**config.mk**
```make
export PLATFORM = sky130hd
export DESIGN_NAME = ksa
export DESIGN_NICKNAME = d
export VERILOG_FILES = /design/src/rtl/ksa.sv
export SDC_FILE = /design/constraint.sdc
export NUM_CORES = 1
export LEC_CHECK = 0
export ABC_CLOCK_PERIOD_IN_PS = 3000
export BUFFER_PORTS_ARGS = -buffer_cell sky130_fd_sc_hd__buf_2
export CAP_MARGIN = 25
export CORE_ASPECT_RATIO = 1.75
export CORE_MARGIN = 1.5
export CORE_UTILIZATION = 51
export DETAILED_ROUTE_END_ITERATION = 6
export PLACE_DENSITY = 0.79
export SLEW_MARGIN = 20
export SYNTH_ARGS = -nofsm -noshare
export SYNTH_HDL_FRONTEND = slang
export SYNTH_SLANG_ARGS = --single-unit
```
**constraint.sdc**
```tcl
create_clock -name clk -period 3 [get_ports clk]
set_clock_uncertainty 0.2 [all_clocks]
set_input_delay 0.3 -clock clk [delete_from_list [all_inputs] [get_ports clk]]
set_output_delay 0.3 -clock clk [all_outputs]
set_load 0.01 [all_outputs]
```
**src/rtl/ksa.sv**
```systemverilog
// ARC4 key-scheduling stage: walks i=0..255 over the shared single-port S memory,
// accumulating j and swapping S[i]/S[j]. All memory-facing outputs are registered.
module ksa #(
  parameter int KEY_LEN = 3,
  parameter int RD_LAT  = 1
) (
  input  logic                 clk,
  input  logic                 rst_n,
  input  logic                 en,
  output logic                 rdy,
  input  logic [8*KEY_LEN-1:0] key,
  output logic [7:0]           addr,
  input  logic [7:0]           rddata,
  output logic [7:0]           wrdata,
  output logic                 wren
);

  localparam int CW = (RD_LAT > 1) ? $clog2(RD_LAT) : 1;
  localparam int KW = (KEY_LEN > 1) ? $clog2(KEY_LEN) : 1;

  typedef enum logic [2:0] {IDLE, RD_I, WT_I, RD_J, WT_J, WR_I, WR_J} state_t;

  state_t                    state, state_n;
  logic [7:0]                i, i_n, j, j_n, si, si_n, sj, sj_n;
  logic [0:KEY_LEN-1][7:0]   key_q;
  logic [KW-1:0]             kidx, kidx_n;
  logic [CW-1:0]             cnt, cnt_n;
  logic [7:0]                addr_n, wrdata_n;
  logic                      wren_n;
  logic                      wait_done;

  // key_q is stored ascending so byte 0 (the MSB byte of key) sits at index 0
  assign wait_done = (cnt == CW'(RD_LAT - 1));

  always_comb begin
    state_n  = state;
    i_n      = i;
    j_n      = j;
    si_n     = si;
    sj_n     = sj;
    kidx_n   = kidx;
    cnt_n    = cnt;
    addr_n   = 8'd0;
    wrdata_n = wrdata;
    wren_n   = 1'b0;
    case (state)
      IDLE: if (en) begin
        i_n     = 8'd0;
        j_n     = 8'd0;
        kidx_n  = '0;
        state_n = RD_I;
      end
      RD_I: begin
        cnt_n   = '0;
        state_n = WT_I;
      end
      WT_I: if (wait_done) begin
        si_n    = rddata;
        j_n     = j + rddata + key_q[kidx];
        state_n = RD_J;
      end else cnt_n = cnt + 1'b1;
      RD_J: begin
        cnt_n   = '0;
        state_n = WT_J;
      end
      WT_J: if (wait_done) begin
        sj_n    = rddata;
        state_n = WR_I;
      end else cnt_n = cnt + 1'b1;
      WR_I: state_n = WR_J;
      WR_J: if (i == 8'hFF) state_n = IDLE;
      else begin
        i_n     = i + 8'd1;
        kidx_n  = (kidx == KW'(KEY_LEN - 1)) ? '0 : kidx + 1'b1;
        state_n = RD_I;
      end
      default: state_n = IDLE;
    endcase

    // Moore outputs are derived from the next state so they line up with it after the edge
    case (state_n)
      RD_I, WT_I: addr_n = i_n;
      RD_J, WT_J: addr_n = j_n;
      WR_I: begin
        addr_n   = i_n;
        wrdata_n = sj_n;
        wren_n   = 1'b1;
      end
      WR_J: begin
        addr_n   = j_n;
        wrdata_n = si_n;
        wren_n   = 1'b1;
      end
      default: addr_n = 8'd0;
    endcase
  end

  always_ff @(posedge clk or negedge rst_n) begin
    if (!rst_n) begin
      state  <= IDLE;
      rdy    <= 1'b1;
      wren   <= 1'b0;
      addr   <= 8'd0;
      wrdata <= 8'd0;
      i      <= 8'd0;
      j      <= 8'd0;
      si     <= 8'd0;
      sj     <= 8'd0;
      key_q  <= '0;
      kidx   <= '0;
      cnt    <= '0;
    end else begin
      state  <= state_n;
      rdy    <= (state_n == IDLE);
      wren   <= wren_n;
      addr   <= addr_n;
      wrdata <= wrdata_n;
      i      <= i_n;
      j      <= j_n;
      si     <= si_n;
      sj     <= sj_n;
      kidx   <= kidx_n;
      cnt    <= cnt_n;
      if (state == IDLE && en) key_q <= key;
    end
  end

endmodule

```
**Word level (Yosys, flattened, before mapping)**

Index checks and enable logic that the tools add are counted.

- Memories kept: 0
- Output and inout port bits: 18
- Logic and storage cells: 76
- Bits in latches: 0
- Bits of input ports: 35
- Register bits after elaboration: 80
- RAM bits: 0
- ROM bits: 0

- Add/sub/neg operators: 5
- Eq/ne operators: 16
- Magnitude comparators: 1
- Shifts and indexed selects: 0
- Reductions and logical operators: 12
- Bitwise operators: 1
- Multiply operators: 0
- Divide/modulo/power cells: 0
- Muxes and demuxes: 27

Operators by type and width:

| cell | count |
|---|---|
| 2-to-1 mux 8 bit | 10 |
| one-hot mux 8 bit (2 select lines) | 4 |
| one-hot mux 3 bit (7 select lines) | 1 |
| equality test 3 bit, second input constant | 6 |
| adder 8 bit | 2 |
| binary-select mux 8 bit (select 2 bit) | 1 |
| equality test 3 x 2 -> 1 bit, second input constant | 4 |
| 2-to-1 mux 3 bit | 3 |
| adder 8 x 1 -> 8 bit, second input constant | 1 |
| equality test 8 bit, second input constant | 1 |
| equality test 3 x 1 -> 1 bit, second input constant | 2 |
| logical NOT 3 bit | 2 |
| 2-to-1 mux 2 bit | 3 |
| nonzero test 2 bit | 3 |
| OR reduction 2 bit | 3 |
| OR reduction 3 bit | 2 |
| != test 2 bit, second input constant | 2 |
| one-hot mux 2 bit (2 select lines) | 1 |
| greater-or-equal comparator 3 bit, second input constant | 1 |
| 2-to-1 mux 1 bit | 3 |
| inverter 2 -> 3 bit | 1 |
| AND reduction 3 bit | 1 |
| adder 2 x 1 -> 2 bit, second input constant | 1 |
| equality test 2 bit, second input constant | 1 |
| 3 further kinds | 3 |

**Logic depth before layout (Yosys ltp)**

- Word-level depth: 8
- Depth in mapped cells: 13
- Depth with buffers taken out: 12

**Worst setup path after synthesis**

No wires, ideal clock.

- Path kind: register -> register
- From: register kidx[1]
- To: register addr[7]
- Setup time: 124 ps
- Arrival time: 2,934 ps
- Slack: -258 ps
- Period minus slack after synthesis: 3,258 ps
- Buffers on the path: 1
- Data required time: 2,676 ps
- Cell stages (with the launch flop): 14
- Cells stage by stage: dfrtp_1 -> buf_2 -> mux2i_1 -> nor2_1 -> a21oi_1 -> fa_1 -> inv_1 -> ha_1 -> fa_1 -> a21o_1 -> a2111oi_0 -> or3_1 -> mux2i_1 -> a211o_1

- Longest elaborated chain between the ends: 8

RTL lines:

| item | RTL line | source |
|---|---|---|
| start, declared | 26 | `logic [KW-1:0] kidx, kidx_n;` |
| start signal, assigned | 122 | `kidx <= kidx_n;` |
| inverter 2 -> 3 bit (not written as such) | 59 | `j_n = j + rddata + key_q[kidx];` |
| binary-select mux 8 bit (select 2 bit) | 59 |  |
| 2-to-1 mux 8 bit (not written as such) (2 in series) | 59 |  |
| adder 8 bit | 59 |  |
| 2-to-1 mux 8 bit | 57 | `WT_I: if (wait_done) begin` |
| one-hot mux 8 bit (2 select lines) | 46 | `case (state)` |
| one-hot mux 8 bit (2 select lines) | 81 | `case (state_n)` |
| named net addr_n[7] | 28 | `logic [7:0] addr_n, wrdata_n;` |
| end signal, assigned | 116 | `addr <= addr_n;` |
| end, declared | 12 | `output logic [7:0] addr,` |

The timed path passes the listed nets, and every way through them passes these cells. The select of a mux whose other input is x is not followed.
A chain may end at the register's enable or synchronous reset.

**Worst setup path after layout**

Ends and elaborated chain as after synthesis.

==> out/qor.csv <==
stage,metric,value,unit
placed_design,gp_congestion,0.8737,
drt,drt_iter0_markers,218,
clock_tree,clockRootBuffer,clkbuf_16,
yosys,synth_cell_types,50,
global_routing,antenna_found_initial,0,
cells_and_area,regArea,1779,um2
power_and_ir_drop,p_leak,0.002268,uW
timing,setup_viol_count_final,4,
timing,final-hold-violation-count,70,
setup_path,cp.required,3.02,ns
cells_and_area,area_delta_synth_final,30.20,%
timing,tns,-0.5485,ns
yosys,synth_area,3551,um2
timing,slew-limit-headroom,0.4253,
global_routing,grt_util_all_layers,0.2515,
drt,wire_per_inst,15.30,um
die,ioPinCount,53,
yosys,yosysWarnings,0,
cells_and_area,instances_no_fill,548,
die,fp-row-count,40,
clock_tree,path_clk_slew,0.05,ns
clock_tree,cts_sinks,71,
yosys,synth_cells,366,
outcome,status,finished with violations,
timing,setup_ws,-0.1856,ns
outcome,violations,"hold timing, setup timing",
die,die_w,66.08,um
clock_tree,cts-buffers-inserted,9,
clock_tree,cts_tree,built,
placed_design,dp_hpwl,5760,um
global_routing,overflow,0,
timing,fmax,0.3139,GHz
setup_path,cp_max_fo,5,
placed_design,place_inst,505,
die,die_area,7492,um2
die,core-area,6807,um2
timing,whs,-0.03304,ns
cells_and_area,n_antenna_cell,0,
placed_design,pre_cts_ws,-0.2641,ns
yosys,synthTopCellsByArea,"dfrtp_1 (49%), nand2_1 (13%), mux2i_1 (4.8%)",
global_routing,grt_start_max_net_pins,72,
timing,period_needed,3.186,ns
cells_and_area,drive_above_1_share,0.2414,
die,start_util,0.5217,
clock_tree,htree_levels,3,
drt,ant_nets,0,
yosys,async_reset_ff_frac,1.000,
setup_path,cp-end-kind,flip-flop,
yosys,yosys_most_used_dff,dfrtp_1,
yosys,yosysSeqAreaShare,0.5007,
placed_design,portBuffers,52,
setup_path,cp.arrival,3.20,ns
yosys,ys_ff_latch,71,
cells_and_area,layout.nets,509,
cells_and_area,fillers,538,
timing,finalCritPeriodShare,1.062,
global_routing,grt_pass1_vias,3112,
drt,dr.pass1.iters,4,
setup_path,crit_type,reg2reg,
setup_path,start_kind,flip-flop,
drt,drcViolationCount,0,
power_and_ir_drop,p_per_area,823.5,nW/um2
yosys,synth_fp_nets,416,
yosys,yosys.area.top_type,dfrtp_1,
power_and_ir_drop,peakVddDrop,504.0,uV
timing,worst-slew-pin-transition,0.8563,ns
die,die_h,113.4,um
timing,report.final.slew_viol_count,0,
yosys,synth_top_area_share,0.4933,
drt,via_per_inst,5.358,
clock_tree,worstSkewPairLatency,0.33,ns
timing,grt_setup_unrepaired,yes,
cells_and_area,multi_input_area,1710,um2
clock_tree,cts.path.max_buffers,2,
worst_hold_path,hold_class,in2async,
power_and_ir_drop,finalPower,3807,uW
drt,wl,8387,um
yosys,avgSynthCellArea,9.702,um2
yosys,synth_edf_count,0,
flow_run,maxCapViolCount,0,
drt,route.vias.total,2936,
setup_path,r2r_slack,-0.19,ns
global_routing,grt_pass1_wl,14320,um
==> Yosys cell counts, drive strengths merged (2+ instances only) <==
library cell / n
nand2: 124
dfrtp: 70
o21ai: 27
mux2i: 17
nor2: 12
a22o: 10
clkbuf: 9
inv: 9
buf: 8
fa: 8
a21oi: 7
ha: 7
a21o: 5
nand3: 5
nor3: 4
xnor2: 4
o21a: 3
xor2: 3
a2111oi: 2
a211o: 2
and3: 2
nand2b: 2
nor2b: 2
o211ai: 2
o22a: 2
or3: 2
==> power breakdown <==
group	total [uW]	switching (uW)	internal, uW	leakage [uW]
sequential	1170	81.5	1090	0.000844
clock	1100	387	709	0.000156
combinational	1540	709	835	0.00127
==> worst max-delay path: stages, from the launching register on <==
cell and delay [ns]:
dfrtp_2 0.44, mux2i_1 0.14, nor2_1 0.09, a21oi_1 0.06, fa_1 0.50, inv_1 0.05
ha_2 0.19, fa_2 0.34, a21o_1 0.19, buf_6 0.12, a2111oi_4 0.28, or3_1 0.15
mux2i_1 0.08, a211o_1 0.23
==> state kept, by name (all words and copies together), names as in the netlist <==
signal,flops
state,3
j,8
addr,8
wren,1
i,8
kidx,2
key_q,24
wrdata,8
si,8
rdy,1
==> layer usage <==
layer / global-route usage / part of all wire / routed length (um) / up-vias
li1: - / - / - / 1417
met1: 0.2808 / 0.38 / 3209 / 1439
met2: 0.4606 / 0.56 / 4706 / 66
met3: 0.05030 / 0.032 / 265 / 14
met4: 0.09388 / 0.025 / 206 / 0
met5: 0 / 0 / 0 / -
==> cell type report <==
cell class / count / share of cell area
Sequential cell: 71 / 0.3848
Tap cell: 84 / 0.02273
Inverter: 9 / 0.007307
Clock buffer: 13 / 0.05846
Timing Repair Buffer: 99 / 0.1480
Clock inverter: 3 / 0.008660
Multi-Input combinational cell: 269 / 0.3700
==> worst paths after layout <==
kind,to,from,cells after the start
setup / recovery,addr[7],kidx[1],13
setup reg to reg,addr[7],kidx[1],13
min in group clk,si[7],rddata[7],3
hold / removal,key_q[6],rst_n,2
max in group asynchronous,kidx[1],rst_n,2
hold reg to reg,key_q[18],key_q[18],2
==> stage by stage <==
stage          cell area (um2)    util
2_1_floorplan             3567       -
3_3_place_gp              3999  0.5875
3_5_place_dp              3999  0.5875
4_1_cts                   4607  0.6768
5_1_grt                   4623  0.6792
6_report                  4623  0.6792
==> kinds of logic (layout without fill, tap and decap cells) <==
kind of cell / count (synthesis) / in the layout / share of synthesized area
DFF: 71 / 71 / 0.5007
xor gates and xnor gates: 7 / 7 / 0.01727
AOI/OAI and AO/OA: 69 / 69 / 0.1385
and+or+nand+nor: 160 / 160 / 0.1917
muxes: 18 / 18 / 0.05109
adders and majority gates: 15 / 15 / 0.06977
buffers and inverters: 26 / 124 / 0.03101
==> layout by cell type, fill, tap and decap left out, types with 2 or more instances in the layout <==
master,count
a211o_1,2
ha_1,5
or3_1,2
and3_1,2
o21a_1,3
buf_4,20
ha_2,2
xnor2_1,4
nand2b_1,2
nor2b_1,2
clkinv_2,2
mux2i_1,16
a22o_1,10
o22a_1,2
nand2_1,124
o21ai_0,21
a21o_1,5
dfrtp_1,69
a21oi_2,3
clkbuf_16,9
nor3_1,3
o21ai_1,5
buf_6,3
clkbuf_8,3
a21oi_1,4
nor2_1,12
fa_2,2
nand3_1,5
buf_2,52
inv_1,9
fa_1,6
a2111oi_4,2
xor2_1,3
dlygate4sd3_1,24
==> repair_timing <==
item / in CTS / in global routing
setup buffers: 2 / 1
hold endpoints to repair: 24 / 0
pin swaps: 4 / 1
hold buffers: 24 / 0
gates resized for setup: 14 / 3
setup endpoints to repair: 6 / 7
Note: power is estimated with default switching activity, not from simulation.
